==> src/rtl/d_branch_unit_pkg.sv <==
// Shared definitions for the D-stage branch unit: opcode encoding, predictor
// counter reset value and index-width helper.
package d_branch_unit_pkg;

    localparam int unsigned OP_W = 3;

    typedef enum logic [OP_W-1:0] {
        B_NONE = 3'd0,
        B_EQ   = 3'd1,
        B_NE   = 3'd2,
        B_LEZ  = 3'd3,
        B_GTZ  = 3'd4,
        B_LTZ  = 3'd5,
        B_GEZ  = 3'd6,
        B_RSVD = 3'd7
    } br_op_e;

    // Weakly-not-taken: MSB clear, every lower bit set (01 for a 2-bit counter).
    function automatic logic [31:0] ctr_rst_val(input int unsigned width);
        logic [31:0] val;
        val = '0;
        for (int unsigned i = 0; i + 1 < width; i++) begin
            val[i] = 1'b1;
        end
        return val;
    endfunction

    function automatic int unsigned idx_w(input int unsigned entries);
        return $clog2(entries);
    endfunction

endpackage

==> src/rtl/d_branch_unit_bht_sat_ctr_table.sv <==
// Table of saturating branch-history counters: one combinational read port
// returning the counter MSB, one synchronous saturating inc/dec write port.
module bht_sat_ctr_table
    import d_branch_unit_pkg::*;
#(
    parameter int unsigned ENTRIES = 64,
    parameter int unsigned CTR_W   = 2,
    parameter int unsigned IDX_W   = idx_w(ENTRIES)
) (
    input  logic             clk,
    input  logic             reset,
    input  logic [IDX_W-1:0] rd_idx,
    output logic             rd_taken,
    input  logic             wr_en,
    input  logic [IDX_W-1:0] wr_idx,
    input  logic             wr_inc
);

    localparam logic [CTR_W-1:0] CTR_RST = CTR_W'(ctr_rst_val(CTR_W));
    localparam logic [CTR_W-1:0] CTR_ONE = CTR_W'(1);
    localparam logic [CTR_W-1:0] CTR_MAX = '1;

    logic [CTR_W-1:0] ctr_q [ENTRIES];
    logic [CTR_W-1:0] ctr_d [ENTRIES];

    // No bypass: a same-cycle write is seen by the reader only after the edge.
    assign rd_taken = ctr_q[rd_idx][CTR_W-1];

    always_comb begin
        // NOTE: next-state starts as a copy of the current state so every path assigns it and no latch is inferred.
        ctr_d = ctr_q;
        if (wr_en) begin
            if (wr_inc) begin
                if (ctr_q[wr_idx] != CTR_MAX) begin
                    ctr_d[wr_idx] = ctr_q[wr_idx] + CTR_ONE;
                end
            end else if (ctr_q[wr_idx] != '0) begin
                ctr_d[wr_idx] = ctr_q[wr_idx] - CTR_ONE;
            end
        end
    end

    always_ff @(posedge clk) begin
        if (!reset) begin
            // NOTE: the whole array is reset because the predictor's start state is observable at f_pred_taken; plain data RAMs would skip this.
            ctr_q <= '{default: CTR_RST};
        end else begin
            // NOTE: non-blocking assignment so every flop samples pre-edge values regardless of block ordering.
            ctr_q <= ctr_d;
        end
    end

endmodule

==> src/rtl/d_branch_unit.sv <==
// D-stage branch resolution with a 2-bit-counter BHT, mispredict flag and
// optional resolved/mispredict statistics (enable with `define BRU_STATS_EN).
module d_branch_unit
    import d_branch_unit_pkg::*;
#(
    parameter int unsigned DATA_W      = 32,
    parameter int unsigned PC_W        = 32,
    parameter int unsigned BHT_ENTRIES = 64,
    parameter int unsigned CTR_W       = 2
) (
    input  logic              clk,
    input  logic              reset,
    input  logic [PC_W-1:0]   f_pc,
    output logic              f_pred_taken,
    input  logic              d_valid,
    input  logic              d_stall,
    input  logic [PC_W-1:0]   d_pc,
    input  logic [OP_W-1:0]   d_op,
    input  logic [DATA_W-1:0] d_rs,
    input  logic [DATA_W-1:0] d_rt,
    input  logic              d_pred_taken,
    output logic              d_bflag,
    output logic              d_mispredict,
    output logic [31:0]       br_count,
    output logic [31:0]       mis_count
);

    localparam int unsigned IDX_W = idx_w(BHT_ENTRIES);

    logic             is_br;
    logic             update;
    logic             rs_neg;
    logic             rs_zero;
    logic [IDX_W-1:0] f_idx;
    logic [IDX_W-1:0] d_idx;

    assign rs_neg  = d_rs[DATA_W-1];
    assign rs_zero = (d_rs == '0);

    always_comb begin
        is_br   = 1'b0;
        d_bflag = 1'b0;
        unique case (br_op_e'(d_op))
            B_EQ:  begin is_br = 1'b1; d_bflag = (d_rs == d_rt);       end
            B_NE:  begin is_br = 1'b1; d_bflag = (d_rs != d_rt);       end
            B_LEZ: begin is_br = 1'b1; d_bflag = rs_neg | rs_zero;     end
            B_GTZ: begin is_br = 1'b1; d_bflag = !rs_neg && !rs_zero;  end
            B_LTZ: begin is_br = 1'b1; d_bflag = rs_neg;               end
            B_GEZ: begin is_br = 1'b1; d_bflag = !rs_neg;              end
            B_NONE, B_RSVD: begin is_br = 1'b0; d_bflag = 1'b0;        end
        endcase
        is_br = is_br & d_valid;
    end

    // Stall qualification is left to pipeline control; only training waits for D to drain.
    assign d_mispredict = is_br && (d_bflag != d_pred_taken);
    assign update       = is_br && !d_stall;

    assign f_idx = f_pc[IDX_W+1:2];
    assign d_idx = d_pc[IDX_W+1:2];

    bht_sat_ctr_table #(
        .ENTRIES (BHT_ENTRIES),
        .CTR_W   (CTR_W),
        .IDX_W   (IDX_W)
    ) u_bht (
        .clk      (clk),
        .reset    (reset),
        .rd_idx   (f_idx),
        .rd_taken (f_pred_taken),
        .wr_en    (update),
        .wr_idx   (d_idx),
        .wr_inc   (d_bflag)
    );

`ifdef BRU_STATS_EN
    logic [31:0] br_count_d, br_count_q;
    logic [31:0] mis_count_d, mis_count_q;

    always_comb begin
        br_count_d  = br_count_q;
        mis_count_d = mis_count_q;
        if (update) begin
            br_count_d = br_count_q + 32'd1;
            if (d_mispredict) begin
                mis_count_d = mis_count_q + 32'd1;
            end
        end
    end

    always_ff @(posedge clk) begin
        if (!reset) begin
            br_count_q  <= '0;
            mis_count_q <= '0;
        end else begin
            br_count_q  <= br_count_d;
            mis_count_q <= mis_count_d;
        end
    end

    assign br_count  = br_count_q;
    assign mis_count = mis_count_q;
`else
    assign br_count  = '0;
    assign mis_count = '0;
`endif

    logic unused_pc_bits;
    assign unused_pc_bits = ^{f_pc[PC_W-1:IDX_W+2], f_pc[1:0], d_pc[PC_W-1:IDX_W+2], d_pc[1:0]};

endmodule

==> config.mk <==
export PLATFORM = sky130hd
export DESIGN_NAME = d_branch_unit
export DESIGN_NICKNAME = d
export VERILOG_FILES = /design/src/rtl/d_branch_unit_pkg.sv /design/src/rtl/d_branch_unit_bht_sat_ctr_table.sv /design/src/rtl/d_branch_unit.sv
export SDC_FILE = /design/constraint.sdc
export NUM_CORES = 1
export LEC_CHECK = 0
export CORE_MARGIN = 10
export CORE_UTILIZATION = 35
export DETAILED_ROUTE_END_ITERATION = 10
export MAX_ROUTING_LAYER = met4
export PLACE_DENSITY = 0.64
export SLEW_MARGIN = 20
export SYNTH_ARGS = -nofsm -noshare
export SYNTH_HDL_FRONTEND = slang
export SYNTH_SLANG_ARGS = --single-unit
export TNS_END_PERCENT = 20
==> constraint.sdc <==
create_clock -name clk -period 3.45 [get_ports clk]
set_clock_uncertainty 0.2 [all_clocks]
set_input_delay 0.345 -clock clk [delete_from_list [all_inputs] [get_ports clk]]
set_output_delay 0.345 -clock clk [all_outputs]
set_load 0.01 [all_outputs]
==> impl_results.md <==
* Yosys reg bits at roughly 130
* Fin crit period at 3.359 ns
* Total gr overflow at 0
* Max_cap viols at 0
* Final Cycle Share at just under 100%
* Area Growth Syn to Fin at 27.71%
* Power per standard cell area at roughly 360 nW/um^2
* Clk_lat worst skew at 0.44 ns
* Synth Area per Inst at ~9 um^2
* Top delay family on crit path: buffers and inverters
* Clk buf depth at 2
* Number of global-route vias before repair at between 7000 and 8000
* Asr flop ratio synth at 0%
* Post-synth top area share at roughly 28%
* Vias/cell at 5.682
* Most frequent cell after synthesis: mux2i_1
* Top_reg_cell synth: dfxtp_1
* Root Buffer Master: clkbuf_16
* Setup ws final at 0.09090 ns
* Worst-path cell chain: clkdlybuf4s50_1, nor4_1, nand4_1, o31a_1, o21ai_1, nor3b_4, xnor2_1, nor2_1, clkdlybuf4s50_1
* Average wire per standard cell at 20.68 um
* Num CTS Buffers at 17
* Seq/Total Area, Yosys at about 28%
* Core region area at approximately 25000 um^2
* Io pins at ~200
* Unique masters post-synth at between 50 and 60
* Area leader, netlist: dfxtp_1
* Worst Setup End Kind: primary output
* CP max stage cell: clkdlybuf4s50_1
* Vias at a little over 8000
* Finish-stage setup viols at 0
* Number of flops mapped to enable cells by yosys at 0
* Fin util at between 40% and 50%
* Hpwl dp at between 15000 and 20000 um
* Worst EP required at between 2 and 3 ns
* Initial antenna violation count at 0
* Drt drc at 0
* Full die area at about 33000 um^2
* PortBufs at 86
* Clk slew on worst S/H paths at ~0.05 ns
* # rows at between 50 and 60
* Diodes inserted at 0
* Critical Path AT at 2.81 ns
* Largest net degree at the start of global routing at between 100 and 150
* Worst path bufs/invs at 2
* Netlist area before placement at roughly 9000 um^2
* Worst path max stage delay at approximately 0.56 ns
* RD Place Congestion at 0.9045
* Place WS at -0.5868 ns
* Die W at 180.8 um
* Fin nets at 1231
* Total power at between 4 and 5 mW
* YS warnings at 0
* Worst ir drop on vdd at 0.4136 mV
* Most instantiated cells after synthesis: 198 x mux2i_1, 147 x nor4_1, 128 x dfxtp_1
* GRT Overall Usage at around 18%
* Share of layout cells above drive strength 1 at around a fifth
* RSZ-0062 raised after global routing: yes
* CTS tree: done
* Die Ht at between 150 and 200 um
* Worst slew pin tran at 0.6231 ns
* Area contributors post-synth: dfxtp_1 28%, mux2i_1 22%, nor4_1 10%
* Final hold vios at 0
* Max FO, Critical Path at 3
* Critical path type: in2out
* Most Frequent Cell on Critical Path: clkdlybuf4s50_1
* Placed insts at approximately 1400
* ANT nets after route at 0
* DRT Pass-1 Iters at 7
* Critical path launch point type: input pin
* First-pass GRT wire length at 45940 um
* H-tree levels at 4
* Post-Layout Cell Count at between 1000 and 1500
* Number of DRC markers in iteration 0 at between 900 and 1000
* Worst slew margin at 58.46%
* Initial Util at 35.73%
* Worst hold path class: in2reg
* Outcome: complete, no violations
* Leakage at between 4 and 5 nW
* Final WL at between 20000 and 30000 um
* Upper clock frequency limit at between 0.2 and 0.3 GHz
* Gate Count Post-Synth at 995
* CTS Sinks at between 100 and 150
* Pins Over Slew Limit at 0
[worst min-delay path, delay by kind of cell]
kind                   cells  cell delay, ns
buffers and inverters      1            0.29
AND/OR/NAND/NOR            1            0.14
multiplexers               1            0.05
[kinds of logic (layout without fill, tap and decap cells)]
family	Yosys count	after routing	share of synthesized area, %
xor gates and xnor gates	33	33	3.194
buffers and inverters	178	225	10.91
DFF	128	128	28.32
other	1	64	0.04144
AOI/OAI and AO/OA	70	70	5.628
adders and majority gates	2	2	0.2765
muxes	226	226	28.50
and+or+nand+nor	357	357	23.13
[cell type report]
class / instances / area (um^2)
fill: 2370 / 13770
multi-input combinational: 752 / 5954
sequential: 128 / 2562
timing repair buffer: 189 / 1953
clock buffer: 20 / 466.7
tap: 330 / 412.9
clock inverter: 11 / 185.2
inverter: 5 / 21.27
[layer usage]
metal	global-route usage [%]	up-vias	part of all wire, %
met5	-	-	0
met4	5.446	0	1.7
met3	4.276	46	7.6
met2	28.60	336	49
met1	21.90	4001	41
li1	-	3770	-
[placed cells by master, fill, tap and decap left out, types with 5 or more instances in the layout]
master	instances
clkdlybuf4s50_1	80
nor4_2	15
o22ai_1	5
buf_12	17
buf_4	81
nand3b_1	8
clkbuf_16	17
a22oi_1	32
nand2_1	71
conb_1	64
mux2i_1	198
nor2_1	8
nor2b_1	68
nand3_1	5
o21ai_0	6
nor4_1	130
nor3_1	7
bufinv_16	5
xor2_1	32
dfxtp_1	128
nor3b_1	9
mux4_2	25
[worst paths after layout]
| check | from | endpoint | slack [ns] | cells after the start |
|---|---|---|---|---|
| hold reg to reg | u_bht.ctr_q[25] | u_bht.ctr_q[25] | 0.28 | 2 |
| setup / recovery | d_rs[29] | d_mispredict | 0.09 | 9 |
| setup reg to reg | register | u_bht.ctr_q[63] | 0.22 | 12 |
| hold / removal | reset | u_bht.ctr_q[1] | 0.26 | 3 |
[power by group]
part | internal (mW) | switching [mW] | leakage, nW | total (mW)
logic | 0.285 | 0.381 | 3.49 | 0.666
registers | 1.48 | 0.00314 | 1.03 | 1.49
clock network | 1.33 | 0.699 | 0.318 | 2.03
total | 3.10 | 1.08 | 4.84 | 4.18
[per-stage QoR]
stage                     hold WS, ns  area [um^2]  setup TNS [ns]
after floorplan                0.2450         9345               0
after global placement         0.2644        10530          -59.21
after detailed placement       0.2706        10530          -63.90
after CTS                      0.2464        11420               0
after global routing           0.2765        11560         -0.1843
final                          0.2556        11560               0
[timing repair]
action / in CTS / in global routing
resized for setup: 18 / 25
hold buffers: 0 / 0
gates cloned: 4 / 0
endpoints found under the setup margin: 116 / 130
pin swaps: 3 / 3
buffers inserted: 4 / 2
No activity file was read; power rests on OpenSTA's default activity.
